File: src/rtl/trp_sched_pkg.sv
// Shared types for the transpose job scheduler and engine.
// The HALT state exists only when TRP_SCHED_TIMEOUT_EN is defined.
package trp_sched_pkg;

    localparam int unsigned TRP_AW    = 16;
    localparam int unsigned TRP_BW    = 24;
    localparam int unsigned DRAIN_CYC = 4;

    typedef enum logic [1:0] {
        BIT8_MODE  = 2'b01,
        BIT32_MODE = 2'b10
    } mode_t;

    typedef struct packed {
        logic [3:0]        tag;
        logic [1:0]        mode;
        logic              repack_en;
        logic [TRP_AW-1:0] raddr_base;
        logic [TRP_AW-1:0] waddr_base;
        logic [TRP_AW-1:0] trp_iter_num;
        logic [TRP_AW-1:0] packed_dim_rsize;
        logic [TRP_AW-1:0] packed_dim_rstride;
        logic [TRP_AW-1:0] unpacked_dim_wsize;
        logic [TRP_AW-1:0] unpacked_dim_wstride;
        logic [TRP_BW-1:0] exp_wbeats;
    } trp_desc_t;

`ifdef TRP_SCHED_TIMEOUT_EN
    typedef enum logic [6:0] {
        S_IDLE  = 7'b0000001,
        S_LOAD  = 7'b0000010,
        S_INIT  = 7'b0000100,
        S_RUN   = 7'b0001000,
        S_DRAIN = 7'b0010000,
        S_DONE  = 7'b0100000,
        S_HALT  = 7'b1000000
    } sched_state_t;
`else
    typedef enum logic [5:0] {
        S_IDLE  = 6'b000001,
        S_LOAD  = 6'b000010,
        S_INIT  = 6'b000100,
        S_RUN   = 6'b001000,
        S_DRAIN = 6'b010000,
        S_DONE  = 6'b100000
    } sched_state_t;
`endif

endpackage

File: src/rtl/trp_sched_desc_fifo.sv
// Descriptor queue: depth-QD synchronous FIFO of trp_desc_t with a registered
// not-full flag so desc_rdy comes straight from a flop.
module trp_desc_fifo
    import trp_sched_pkg::*;
#(
    parameter  int unsigned QD = 4,
    localparam int unsigned PW = $clog2(QD)
) (
    input  logic      clk,
    input  logic      rst_n,
    input  logic      push,
    input  logic      pop,
    input  trp_desc_t wdata,
    output trp_desc_t rdata,
    output logic [PW:0] count,
    output logic      not_full
);

    logic [PW-1:0] wptr_q, wptr_d, rptr_q, rptr_d;
    logic [PW:0]   cnt_q, cnt_d;
    logic          rdy_q, rdy_d;
    logic          push_ok, pop_ok;
    trp_desc_t     mem_q [QD];

    always_comb begin
        push_ok = push & rdy_q;
        pop_ok  = pop & (cnt_q != '0);
        wptr_d  = wptr_q + PW'(push_ok);
        rptr_d  = rptr_q + PW'(pop_ok);
        cnt_d   = cnt_q + (PW+1)'(push_ok) - (PW+1)'(pop_ok);
        rdy_d   = (cnt_d != (PW+1)'(QD));
    end

    always_ff @(posedge clk or negedge rst_n) begin
        if (!rst_n) begin
            wptr_q <= '0;
            rptr_q <= '0;
            cnt_q  <= '0;
            rdy_q  <= 1'b1;
        end else begin
            wptr_q <= wptr_d;
            rptr_q <= rptr_d;
            cnt_q  <= cnt_d;
            rdy_q  <= rdy_d;
        end
    end

    always_ff @(posedge clk) begin
        if (push_ok) begin
            mem_q[wptr_q] <= wdata;
        end
    end

    assign rdata    = mem_q[rptr_q];
    assign count    = cnt_q;
    assign not_full = rdy_q;

endmodule

File: src/rtl/trp_sched.sv
// Transpose engine job scheduler: queues descriptors, shadows the engine config,
// counts write beats to detect completion. Optional watchdog: TRP_SCHED_TIMEOUT_EN.
module trp_sched
    import trp_sched_pkg::*;
#(
    parameter int unsigned AW = TRP_AW,
    parameter int unsigned QD = 4,
    parameter int unsigned BW = TRP_BW
) (
    input  logic                 clk,
    input  logic                 reset_n,
    input  logic                 desc_vld,
    output logic                 desc_rdy,
    input  trp_desc_t            desc,
    output logic                 trp_init_pulse,
    output logic [1:0]           trp_mode,
    output logic                 trp_repack_en,
    output logic [AW-1:0]        trp_raddr_base,
    output logic [AW-1:0]        trp_waddr_base,
    output logic [AW-1:0]        trp_iter_num,
    output logic [AW-1:0]        trp_packed_dim_rsize,
    output logic [AW-1:0]        trp_packed_dim_rstride,
    output logic [AW-1:0]        trp_unpacked_dim_wsize,
    output logic [AW-1:0]        trp_unpacked_dim_wstride,
    input  logic                 trp_wdata_vld,
    output logic                 busy,
    output logic [$clog2(QD):0]  q_cnt,
    output logic                 job_done,
    output logic [3:0]           job_tag,
    output logic                 job_err,
    output logic [15:0]          done_cnt,
`ifdef TRP_SCHED_TIMEOUT_EN
    input  logic [15:0]          timeout_cyc,
    input  logic                 err_clr,
    output logic                 halted,
`endif
    input  logic                 irq_en,
    input  logic                 irq_clr,
    output logic                 irq
);

    localparam int unsigned DW = $clog2(DRAIN_CYC);

    sched_state_t  state_q, state_d;
    trp_desc_t     shd_q, shd_d, head;
    logic [BW-1:0] beat_q, beat_d;
    logic [DW-1:0] drain_q, drain_d;
    logic          err_q, err_d;
    logic [15:0]   done_cnt_q, done_cnt_d;
    logic          irq_q, irq_d;
    logic          pop, done, done_err;
`ifdef TRP_SCHED_TIMEOUT_EN
    logic [15:0]   wd_q, wd_d;
    logic          wd_fire;
`endif

    trp_desc_fifo #(.QD(QD)) u_fifo (
        .clk      (clk),
        .rst_n    (reset_n),
        .push     (desc_vld),
        .pop      (pop),
        .wdata    (desc),
        .rdata    (head),
        .count    (q_cnt),
        .not_full (desc_rdy)
    );

`ifdef TRP_SCHED_TIMEOUT_EN
    // Watchdog counts consecutive beat-free RUN cycles; fires on the timeout_cyc-th one.
    always_comb begin
        wd_d    = wd_q;
        wd_fire = 1'b0;
        if (state_q == S_INIT) begin
            wd_d = '0;
        end else if (state_q == S_RUN) begin
            wd_d    = trp_wdata_vld ? '0 : wd_q + 16'd1;
            wd_fire = !trp_wdata_vld && (timeout_cyc != '0) && (wd_q == timeout_cyc - 16'd1);
        end
    end
`endif

    always_comb begin
        state_d        = state_q;
        shd_d          = shd_q;
        beat_d         = beat_q;
        drain_d        = drain_q;
        err_d          = err_q;
        pop            = 1'b0;
        trp_init_pulse = 1'b0;
        done           = 1'b0;
        done_err       = 1'b0;
        case (state_q)
            S_IDLE: begin
                if (q_cnt != '0) state_d = S_LOAD;
            end
            S_LOAD: begin
                pop     = 1'b1;
                shd_d   = head;
                err_d   = 1'b0;
                state_d = S_INIT;
            end
            S_INIT: begin
                trp_init_pulse = 1'b1;
                beat_d         = '0;
                if (shd_q.exp_wbeats == '0) begin
                    err_d   = 1'b1;
                    state_d = S_DONE;
                end else begin
                    state_d = S_RUN;
                end
            end
            S_RUN: begin
                if (trp_wdata_vld) begin
                    beat_d = beat_q + BW'(1);
                    if (beat_q == BW'(shd_q.exp_wbeats - 1'b1)) begin
                        drain_d = '0;
                        state_d = S_DRAIN;
                    end
`ifdef TRP_SCHED_TIMEOUT_EN
                end else if (wd_fire) begin
                    done     = 1'b1;
                    done_err = 1'b1;
                    state_d  = S_HALT;
`endif
                end
            end
            S_DRAIN: begin
                if (trp_wdata_vld) err_d = 1'b1;
                if (drain_q == DW'(DRAIN_CYC - 1)) state_d = S_DONE;
                else drain_d = drain_q + DW'(1);
            end
            S_DONE: begin
                done     = 1'b1;
                done_err = err_q;
                state_d  = (q_cnt != '0) ? S_LOAD : S_IDLE;
            end
`ifdef TRP_SCHED_TIMEOUT_EN
            S_HALT: begin
                if (err_clr) state_d = S_IDLE;
            end
`endif
            default: state_d = S_IDLE;
        endcase
        done_cnt_d = done_cnt_q + 16'(done);
        irq_d      = (done & irq_en) | (irq_q & ~irq_clr);
    end

    always_ff @(posedge clk or negedge reset_n) begin
        if (!reset_n) begin
            state_q    <= S_IDLE;
            shd_q      <= '0;
            beat_q     <= '0;
            drain_q    <= '0;
            err_q      <= 1'b0;
            done_cnt_q <= '0;
            irq_q      <= 1'b0;
`ifdef TRP_SCHED_TIMEOUT_EN
            wd_q       <= '0;
`endif
        end else begin
            state_q    <= state_d;
            shd_q      <= shd_d;
            beat_q     <= beat_d;
            drain_q    <= drain_d;
            err_q      <= err_d;
            done_cnt_q <= done_cnt_d;
            irq_q      <= irq_d;
`ifdef TRP_SCHED_TIMEOUT_EN
            wd_q       <= wd_d;
`endif
        end
    end

    assign trp_mode                 = shd_q.mode;
    assign trp_repack_en            = shd_q.repack_en;
    assign trp_raddr_base           = shd_q.raddr_base;
    assign trp_waddr_base           = shd_q.waddr_base;
    assign trp_iter_num             = shd_q.trp_iter_num;
    assign trp_packed_dim_rsize     = shd_q.packed_dim_rsize;
    assign trp_packed_dim_rstride   = shd_q.packed_dim_rstride;
    assign trp_unpacked_dim_wsize   = shd_q.unpacked_dim_wsize;
    assign trp_unpacked_dim_wstride = shd_q.unpacked_dim_wstride;
    assign busy                     = (state_q != S_IDLE);
    assign job_done                 = done;
    assign job_tag                  = done ? shd_q.tag : '0;
    assign job_err                  = done_err;
    assign done_cnt                 = done_cnt_q;
    assign irq                      = irq_q;
`ifdef TRP_SCHED_TIMEOUT_EN
    assign halted                   = (state_q == S_HALT);
`endif

endmodule

File: config.mk
export PLATFORM = sky130hd
export DESIGN_NAME = trp_sched
export DESIGN_NICKNAME = d
export VERILOG_FILES = /design/src/rtl/trp_sched_pkg.sv /design/src/rtl/trp_sched_desc_fifo.sv /design/src/rtl/trp_sched.sv
export SDC_FILE = /design/constraint.sdc
export NUM_CORES = 1
export LEC_CHECK = 0
export BUFFER_PORTS_ARGS = -buffer_cell sky130_fd_sc_hd__buf_2
export CAP_MARGIN = 25
export CORE_MARGIN = 8
export CORE_UTILIZATION = 50
export DETAILED_ROUTE_END_ITERATION = 10
export GPL_ROUTABILITY_DRIVEN = 0
export PLACE_DENSITY = 0.69
export SETUP_SLACK_MARGIN = 0.3
export SYNTH_ARGS = -nofsm -noshare
export SYNTH_HDL_FRONTEND = slang
export SYNTH_HIERARCHICAL = 1
export SYNTH_SLANG_ARGS = --single-unit
File: constraint.sdc
create_clock -name clk -period 16.3 [get_ports clk]
set_input_delay 4.89 -clock clk [delete_from_list [all_inputs] [get_ports clk]]
set_output_delay 4.89 -clock clk [all_outputs]
set_load 0.01 [all_outputs]
==> summary.txt, run 1 <==
Synthesis
  • Synth warn: 6
  • Async SR Flop Fraction: 0.2600
  • Number of flops mapped to enable cells by yosys: 572
  • Number of library cell types mapped by synthesis: 57
  • Synthesized net count: 2029
  • Synth Flop Type: edfxtp_1
  • Most frequent cell after synthesis: edfxtp_1
  • Synth top cells by count: 572 x edfxtp_1, 456 x nand2_1, 199 x dfrtp_1
  • Top post-synthesis cells by area: edfxtp_1 56%, dfrtp_1 16%, mux4_2 11%
  • Post-synth top area share: 0.5642
  • Post-synthesis cell area: 0.03044 sq mm
  • Post-synthesis sequential area ratio: 0.7295
  • Post-Syn Instances: 1871
  • Seq cells post-synth: 773
  • Syn Area/Cell: 16.27 sq um
  • Area leader, netlist: edfxtp_1

GRT
  • GRT overflow: 0
  • Tot GR Track Use: 0.1863
  • Vias in the first global route: 16933
  • Initial antenna violation count: 27
  • Largest net degree at the start of global routing: 145
  • First-pass GRT wire length: 100.2 mm

Clock tree
  • Hold-fix buffers at CTS: 0
  • CTS root buffer: clkbuf_16
  • Clk slew on worst S/H paths: 0.06 ns
  • Inserted Clock Buffers: 79
  • Post-CTS sizing: 0
  • Worst-Skew Late Latency: 0.61 ns
  • Num Clock Sinks: 773
  • Max H-tree Level: 3
  • Post-CTS Setup Inserts: 0
  • CTS tree: yes
  • Clock Path Buffers: 3

Hold path
  • Tightest Hold Check Type: register to register
  • Worst hold start: shd_q[139]
  • Hold path depth: 2

Routing
  • M1 wire length: 25.97 mm
  • Routed wl met2: 32.02 mm
  • Number of routed nets with antenna violations: 0
  • Total number of vias: 15952
  • Initial DRC Count: 1121
  • Drt drc: 0
  • Pre-antenna DRT Iters: 5
  • Total wire length: 64.10 mm
  • Average wire per standard cell: 21.84 um
  • Met3 WL post-DR: 4.377 mm
  • Vias per Instance: 5.435
  • Highest Signal Layer: met5

Power and ir drop
  • Power per Cell Area: 134.7 mW/mm^2
  • Pleak: 13.48 nW
  • VDD IR max: 111.1 uV

Die
  • Die X: 262.8 um
  • Area of the core: 0.06025 sq mm
  • Initial Util: 0.5053
  • Row count: 90
  • I/O pins: 293
  • Die Area: 0.06904 sq mm
  • Die Y-Extent: 262.8 um

Timing
  • RSZ-0062 raised after global routing: false
  • Slew margin rel.: 0.2918
  • Peak Freq: 0.1344 GHz
  • Final Setup Violations: 0
  • TNS Setup: 0 ns
  • Minimum clock period: 7.442 ns
  • Final Hold Viols: 0
  • Slew Viols, Final: 0
  • Worst Tran Pin Value: 1.062 ns
  • Final period util: 0.4565
  • Clock Skew: 0.02488 ns

Setup path
  • Setup CP Type: register to output port
  • CP Capture Type: output port
  • R2r setup slk: 12.74 ns
  • Critical-path maximum fanout: 24
  • CP startpoint kind: register
  • Data arrival time of the worst path: 2.55 ns
  • R2R cell count: 8
  • Crit path required time: 11.41 ns
  • Worst Setup SP: state_q[1]
  • Worst r2r src: state_q[2]

Final layout
  • Layout cell share with drive strength beyond 1: 0.2761
  • Design area: 0.03449 sq mm
  • Growth of design area from synthesis to finish: 13.28%
  • Nets: 2229

Flow run
  • MaxCap Viol Count: 0

Placed design
  • Port Buffers: 292
  • HPWL Detailed: 38.39 mm
  • DP Area: 0.03187 sq mm

Run status
  • Outcome: completed
-- layout by cell type, fill, tap and decap left out, types with 22 or more instances in the layout --
master,n
buf_2,291
dfrtp_1,197
o21ai_0,23
xnor2_1,37
nand2_1,456
nor2_1,41
mux4_2,143
xor2_1,27
clkbuf_16,81
nand3_1,22
edfxtp_1,572
-- per-layer routing --
metal	track usage	vias to the layer above
met5	0	-
met4	0.06313	22
met3	0.05201	120
met2	0.3126	389
met1	0.2325	8223
li1	-	7198
-- power by group --
group	leakage (nW)	total, mW	switching, mW	internal, mW
sequential	7.96	2.51	0.0743	2.43
combinational	4.28	0.364	0.245	0.119
clock	1.24	1.77	0.737	1.04
-- sequential cells by signal, indices dropped and copies added (netlist names), 2 cells and up --
| name | cells |
|---|---|
| trp_unpacked_dim_wsize | 16 |
| state_q | 6 |
| beat_q | 24 |
| trp_waddr_base | 16 |
| trp_packed_dim_rsize | 16 |
| shd_q | 28 |
| drain_q | 2 |
| trp_iter_num | 16 |
| u_fifo/count | 3 |
| trp_raddr_base | 16 |
| trp_unpacked_dim_wstride | 16 |
| trp_mode | 2 |
| u_fifo/mem_q | 572 |
| done_cnt | 16 |
| u_fifo/rptr_q | 2 |
| trp_packed_dim_rstride | 16 |
| u_fifo/wptr_q | 2 |
-- stage by stage --
stage / util / hold WS [ns] / total power, mW / cells / setup slack, ns
final: 0.5724 / 0.4668 / 4.645 / 2935 / 8.858
after global placement: 0.5291 / 0.4528 / 2.899 / 2772 / 9.224
after global routing: 0.5720 / 0.4976 / 4.816 / 2925 / 8.667
after detailed placement: 0.5291 / 0.4572 / 2.920 / 2772 / 9.277
after floorplan: - / 0.4374 / 2.794 / 1871 / 0.7735
after CTS: 0.5718 / 0.4708 / 4.697 / 2919 / 8.814
-- critical path, stage by stage, from the launching register on --
cell     delay (ns)
dfrtp_1        0.45
nor4_1         0.36
nand2_1        0.27
inv_1          0.60
buf_2          0.26
-- final cells by class --
class	instances	area [sq um]
Fill cell	4599	25760
Multi-Input combinational cell	894	6985
Sequential cell	773	22220
Tap cell	782	978.4
Inverter	13	51.30
Antenna cell	16	40.04
Timing Repair Buffer	310	1643
Clock inverter	42	365.4
Clock buffer	105	2207
-- cells by family after synthesis --
logic type,Yosys count,share of synthesized area
adders and majority gates,9,0.003946
and+or+nand+nor,613,0.08565
muxes,144,0.1062
xor gates and xnor gates,65,0.01919
DFF,773,0.7295
AOI/OAI and AO/OA,63,0.01352
buffers and inverters,204,0.04200
-- path summary, 6_finish.rpt --
check,end
max,trp_init_pulse
min,shd_q[139]
max reg2reg,trp_packed_dim_rstride[8]
min reg2reg,shd_q[139]
max in group asynchronous,trp_raddr_base[6]
min in group asynchronous,done_cnt[14]
(Power assumes the default switching activity.)
==> run 2, diff against run 1 <==
==> constraint.sdc (replaced) <==
create_clock -name clk -period 7.2 [get_ports clk]
set_input_delay 2.16 -clock clk [delete_from_list [all_inputs] [get_ports clk]]
set_output_delay 2.16 -clock clk [all_outputs]
set_load 0.01 [all_outputs]
==> summary.txt, run 2 (synthesis results as in run 1) <==
Die
  • I/O pins: 293
  • Initial Util: 0.5053
  • Die Area: 0.06904 sq mm
  • Row count: 90
  • Die X: 262.8 um
  • Area of the core: 0.06025 sq mm
  • Die Y-Extent: 262.8 um

Clock tree
  • Max H-tree Level: 3
  • Worst-Skew Late Latency: 0.62 ns
  • Hold-fix buffers at CTS: 0
  • CTS tree: yes
  • Clock Path Buffers: 3
  • Post-CTS Setup Inserts: 0
  • CTS root buffer: clkbuf_16
  • Inserted Clock Buffers: 80
  • Clk slew on worst S/H paths: 0.06 ns
  • Post-CTS sizing: 0
  • Num Clock Sinks: 773

GRT
  • Tot GR Track Use: 0.1819
  • Initial antenna violation count: 25
  • Met1 global-route usage: 0.2334
  • GR peak layer: met2
  • M2 GR Usage: 0.3052
  • Vias in the first global route: 16601
  • First-pass GRT wire length: 97.88 mm
  • GRT overflow: 0
  • Met3 usage: 0.04546
  • Largest net degree at the start of global routing: 144

Final layout
  • Flip-flop count of the largest register after layout: 572
  • Growth of design area from synthesis to finish: 13.86%
  • Register with the most flip-flops: u_fifo/mem_q
  • Most frequent cells in the layout: 572 x edfxtp_1, 456 x nand2_1, 291 x buf_2
  • Nets: 2229
  • Top Registers: u_fifo/mem_q x572, shd_q x28, beat_q x24
  • Most common cell after layout, fill and taps aside: edfxtp_1
  • Layout cell share with drive strength beyond 1: 0.2802

Power and ir drop
  • Sequential fraction of design power: 0.531
  • Power per Cell Area: 308.7 mW/mm^2
  • Gate power share: 0.077
  • VDD IR max: 164.8 uV
  • Cell Int Power: 8.288 mW
  • Clock power share: 0.392
  • NetSw: 2.410 mW
  • Sw frac: 0.2253
  • Pleak: 13.59 nW

Setup path
  • Crit-path cells: nor4_1 -> nand2_1 -> inv_1 -> buf_2
  • Slowest cell on the critical path: inv_1
  • CP Capture Type: output port
  • Critical-path maximum fanout: 24
  • Setup CP Type: register to output port
  • CP startpoint kind: register
  • Crit path required time: 5.04 ns
  • Crit-path max cell delay: 0.59 ns
  • Data arrival time of the worst path: 2.53 ns

Timing
  • Slew Viols, Final: 0
  • Slew margin rel.: 0.3156
  • Final Hold Viols: 0
  • Final period util: 0.6510
  • Minimum clock period: 4.687 ns
  • Final Setup Violations: 0
  • Setup WS post-layout: 2.513 ns
  • Clock Skew: 0.01656 ns
  • Worst Tran Pin Value: 1.027 ns
  • Peak Freq: 0.2134 GHz
  • RSZ-0062 raised after global routing: false
  • TNS Setup: 0 ns

Routing
  • Average wire per standard cell: 21.48 um
  • Pre-antenna DRT Iters: 7
  • Total number of vias: 15846
  • Vias per Instance: 5.397
  • Number of routed nets with antenna violations: 0
  • Total wire length: 63.06 mm
  • Drt drc: 0
  • Initial DRC Count: 1140

Hold path
  • Tightest Hold Check Type: register to register

Flow run
  • MaxCap Viol Count: 0

Run status
  • Outcome: completed

Placed design
  • HPWL Detailed: 37.71 mm
  • Worst slack, placed: 2.961 ns
  • Port Buffers: 292
run 2: cell type report:
type                    count  area, sq um
clock inverters            41        466.7
well taps                 782        978.4
flip-flops and latches    773        22220
clock buffers             108         2257
diodes                     16        40.04
repair buffers            309         1660
inverters                  13        51.30
fillers                  4531        25580
multi-input cells         894         6992
run 2: worst max-delay path, delay by kind of cell (launching register included):
family        cells  cell delay, ns
flops             1            0.44
simple gates      2            0.63
buf+inv           2            0.84
run 2: through the flow:
step             util  hold slack [ns]  instances  total power [mW]  area, sq um
3_3_place_gp   0.5295           0.4526       2771             6.572        31900
2_1_floorplan       -           0.4374       1871             6.270        30480
4_1_cts        0.5747           0.4732       2920             10.83        34620
5_1_grt        0.5749           0.4937       2926             11.08        34640
3_5_place_dp   0.5295           0.4578       2771             6.621        31900
6_report       0.5753           0.4704       2936             10.70        34660
run 2: routing by layer:
layer	part of all wire	vias up
li1	-	7208
met1	0.42	8120
met2	0.50	385
met3	0.056	117
met4	0.025	16
met5	0.0017	-
run 2: power groups by stage:
stage	Combinational [mW]	Clock, mW	Sequential [mW]
2_1_floorplan	0.497	0	5.77
3_3_place_gp	0.843	0	5.73
3_5_place_dp	0.853	0	5.77
4_1_cts	0.855	4.29	5.68
5_1_grt	0.906	4.44	5.73
6_report	0.828	4.19	5.68
run 2: path summary, 6_finish.rpt:
check	from	to	slack, ns	cells past startpoint
setup / recovery	state_q[1]	trp_init_pulse	2.51	4
min in group asynchronous	reset_n	done_cnt[14]	1.62	1
max in group asynchronous	reset_n	u_fifo/rptr_q[0]	4.38	2
hold / removal	done_cnt[15]	done_cnt[15]	0.47	1
setup reg to reg	state_q[2]	u_fifo/not_full	3.13	10
hold reg to reg	done_cnt[15]	done_cnt[15]	0.47	1
==> run 3, diff against run 2 <==
==> constraint.sdc (replaced) <==
create_clock -name clk -period 4.83 [get_ports clk]
set_input_delay 1.449 -clock clk [delete_from_list [all_inputs] [get_ports clk]]
set_output_delay 1.449 -clock clk [all_outputs]
set_load 0.01 [all_outputs]
==> summary.txt, run 3 (synthesis results as in run 1) <==
Routing
  • Drt drc: 0
  • Total wire length: 63.79 mm
  • Vias per Instance: 5.399
  • Initial DRC Count: 1028
  • Pre-antenna DRT Iters: 8
  • Total number of vias: 15905
  • Number of routed nets with antenna violations: 0
  • Average wire per standard cell: 21.65 um

Flow run
  • MaxCap Viol Count: 0

Setup path
  • Worst r2r src: shd_q[0]
  • CP startpoint kind: register
  • Crit path required time: 3.38 ns
  • CP Capture Type: output port
  • Data arrival time of the worst path: 2.55 ns
  • R2R Path End: state_q[4]
  • Setup CP Type: register to output port
  • Critical-path maximum fanout: 24
  • R2r setup slk: 1.86 ns
  • R2R cell count: 9

Timing
  • Setup WS post-layout: 0.8316 ns
  • Slew Viols, Final: 0
  • RSZ-0062 raised after global routing: false
  • Final Hold Viols: 0
  • Slew margin rel.: 0.2626
  • Worst Tran Pin Value: 1.106 ns
  • WHS: 0.4667 ns
  • Minimum clock period: 3.998 ns
  • Final Setup Violations: 0
  • Clock Skew: 0.02507 ns
  • Peak Freq: 0.2501 GHz
  • Final period util: 0.8278

Final layout
  • Layout cell share with drive strength beyond 1: 0.2807
  • Nets: 2237
  • Flip-flop count of the largest register after layout: 572
  • Top Registers: u_fifo/mem_q x572, shd_q x28, beat_q x24
  • Design area: 0.03483 sq mm
  • Register with the most flip-flops: u_fifo/mem_q
  • Most common cell after layout, fill and taps aside: edfxtp_1
  • Most frequent cells in the layout: 572 x edfxtp_1, 455 x nand2_1, 291 x buf_2
  • Growth of design area from synthesis to finish: 14.41%
  • FF+latch area: 0.02222 sq mm
  • Fillers: 4589
  • Post-Layout Cell Count: 2946
  • Multi-input gate area: 0.007008 sq mm

Hold path
  • Worst hold endpoint: trp_unpacked_dim_wsize[13]
  • Worst hold start: trp_unpacked_dim_wsize[13]
  • Tightest Hold Check Type: register to register
  • Hold path depth: 2

Die
  • Initial Util: 0.5053
  • Die X: 262.8 um
  • Die Area: 0.06904 sq mm
  • Die Y-Extent: 262.8 um
  • I/O pins: 293
  • Row count: 90
  • Area of the core: 0.06025 sq mm

GRT
  • Initial antenna violation count: 23
  • First-pass GRT wire length: 98.86 mm
  • GRT overflow: 0
  • Largest net degree at the start of global routing: 144
  • Vias in the first global route: 16855
  • Tot GR Track Use: 0.1840

Clock tree
  • Max H-tree Level: 3
  • Worst-Skew Late Latency: 0.62 ns
  • CTS tree: yes
  • Hold-fix buffers at CTS: 0
  • Num Clock Sinks: 773
  • Post-CTS sizing: 0
  • Post-CTS Setup Inserts: 0
  • Clk slew on worst S/H paths: 0.06 ns
  • Inserted Clock Buffers: 81
  • CTS root buffer: clkbuf_16
  • Clock Path Buffers: 3

Placed design
  • DP Area: 0.03208 sq mm
  • Placed cells: 2777
  • Port Buffers: 292
  • Worst slack, placed: 1.425 ns
  • HPWL Detailed: 37.54 mm

Power and ir drop
  • Pwr Total: 15.90 mW
  • VDD IR max: 315.1 uV
  • Power per Cell Area: 456.5 mW/mm^2
  • Pleak: 13.63 nW

Run status
  • Outcome: completed
run 3: cell types whose count changed in the layout (fill, tap and decap cells not counted), moves of 2 or more:
cell       before  now
clkinv_1        5    7
clkbuf_8       16   12
clkbuf_1       13   18
inv_16          2    0
clkinv_8        1    3
clkinv_2       17   13
clkbuf_16      80   83
buf_4          12    8
buf_12          5   16
bufinv_16       8    5
clkinv_4        2    4
run 3: worst max-delay path: stages (launching register included):
cell	delay, ns
dfrtp_1	0.45
nor4_1	0.38
nand2_1	0.28
inv_1	0.59
buf_2	0.25
run 3: routing by layer:
layer / track usage / vias to the layer above / share of wire
met4: 0.06358 / 12 / 0.024
li1: - / 7228 / -
met3: 0.04864 / 99 / 0.060
met2: 0.3083 / 387 / 0.50
met5: 0 / - / 0.0011
met1: 0.2315 / 8179 / 0.42
run 3: stage by stage:
step | setup TNS [ns] | utilization
after detailed placement | 0 | 0.5326
after floorplan | -292.58 | -
after global routing | 0 | 0.5779
after CTS | 0 | 0.5772
after global placement | 0 | 0.5326
final | 0 | 0.5782
run 3: cell type report:
cell class / instances / area share
clock buffer: 112 / 0.06592
antenna: 16 / 0.001150
sequential: 773 / 0.6378
tap: 782 / 0.02809
inverter: 13 / 0.001473
timing repair buffer: 316 / 0.05313
multi-input combinational: 894 / 0.2012
clock inverter: 40 / 0.01121
run 3: worst max-delay path by stage:
stage	slack, ns	depth (start not counted)	endpoint	start
6_report	0.83	4	trp_init_pulse	state_q[1]
5_1_grt	0.65	4	trp_init_pulse	state_q[1]
4_1_cts	0.77	4	trp_init_pulse	state_q[1]
3_5_place_dp	1.42	4	trp_init_pulse	state_q[1]
3_3_place_gp	1.43	6	beat_q[23]	trp_wdata_vld
2_1_floorplan	-0.78	2	u_fifo/mem_q[2][0]	desc_vld
run 3: where the power goes:
part	total [mW]	switching, mW	internal [mW]
clock network	6.15	2.53	3.62
logic	1.30	0.842	0.458
registers	8.45	0.250	8.20
total	15.9	3.62	12.3
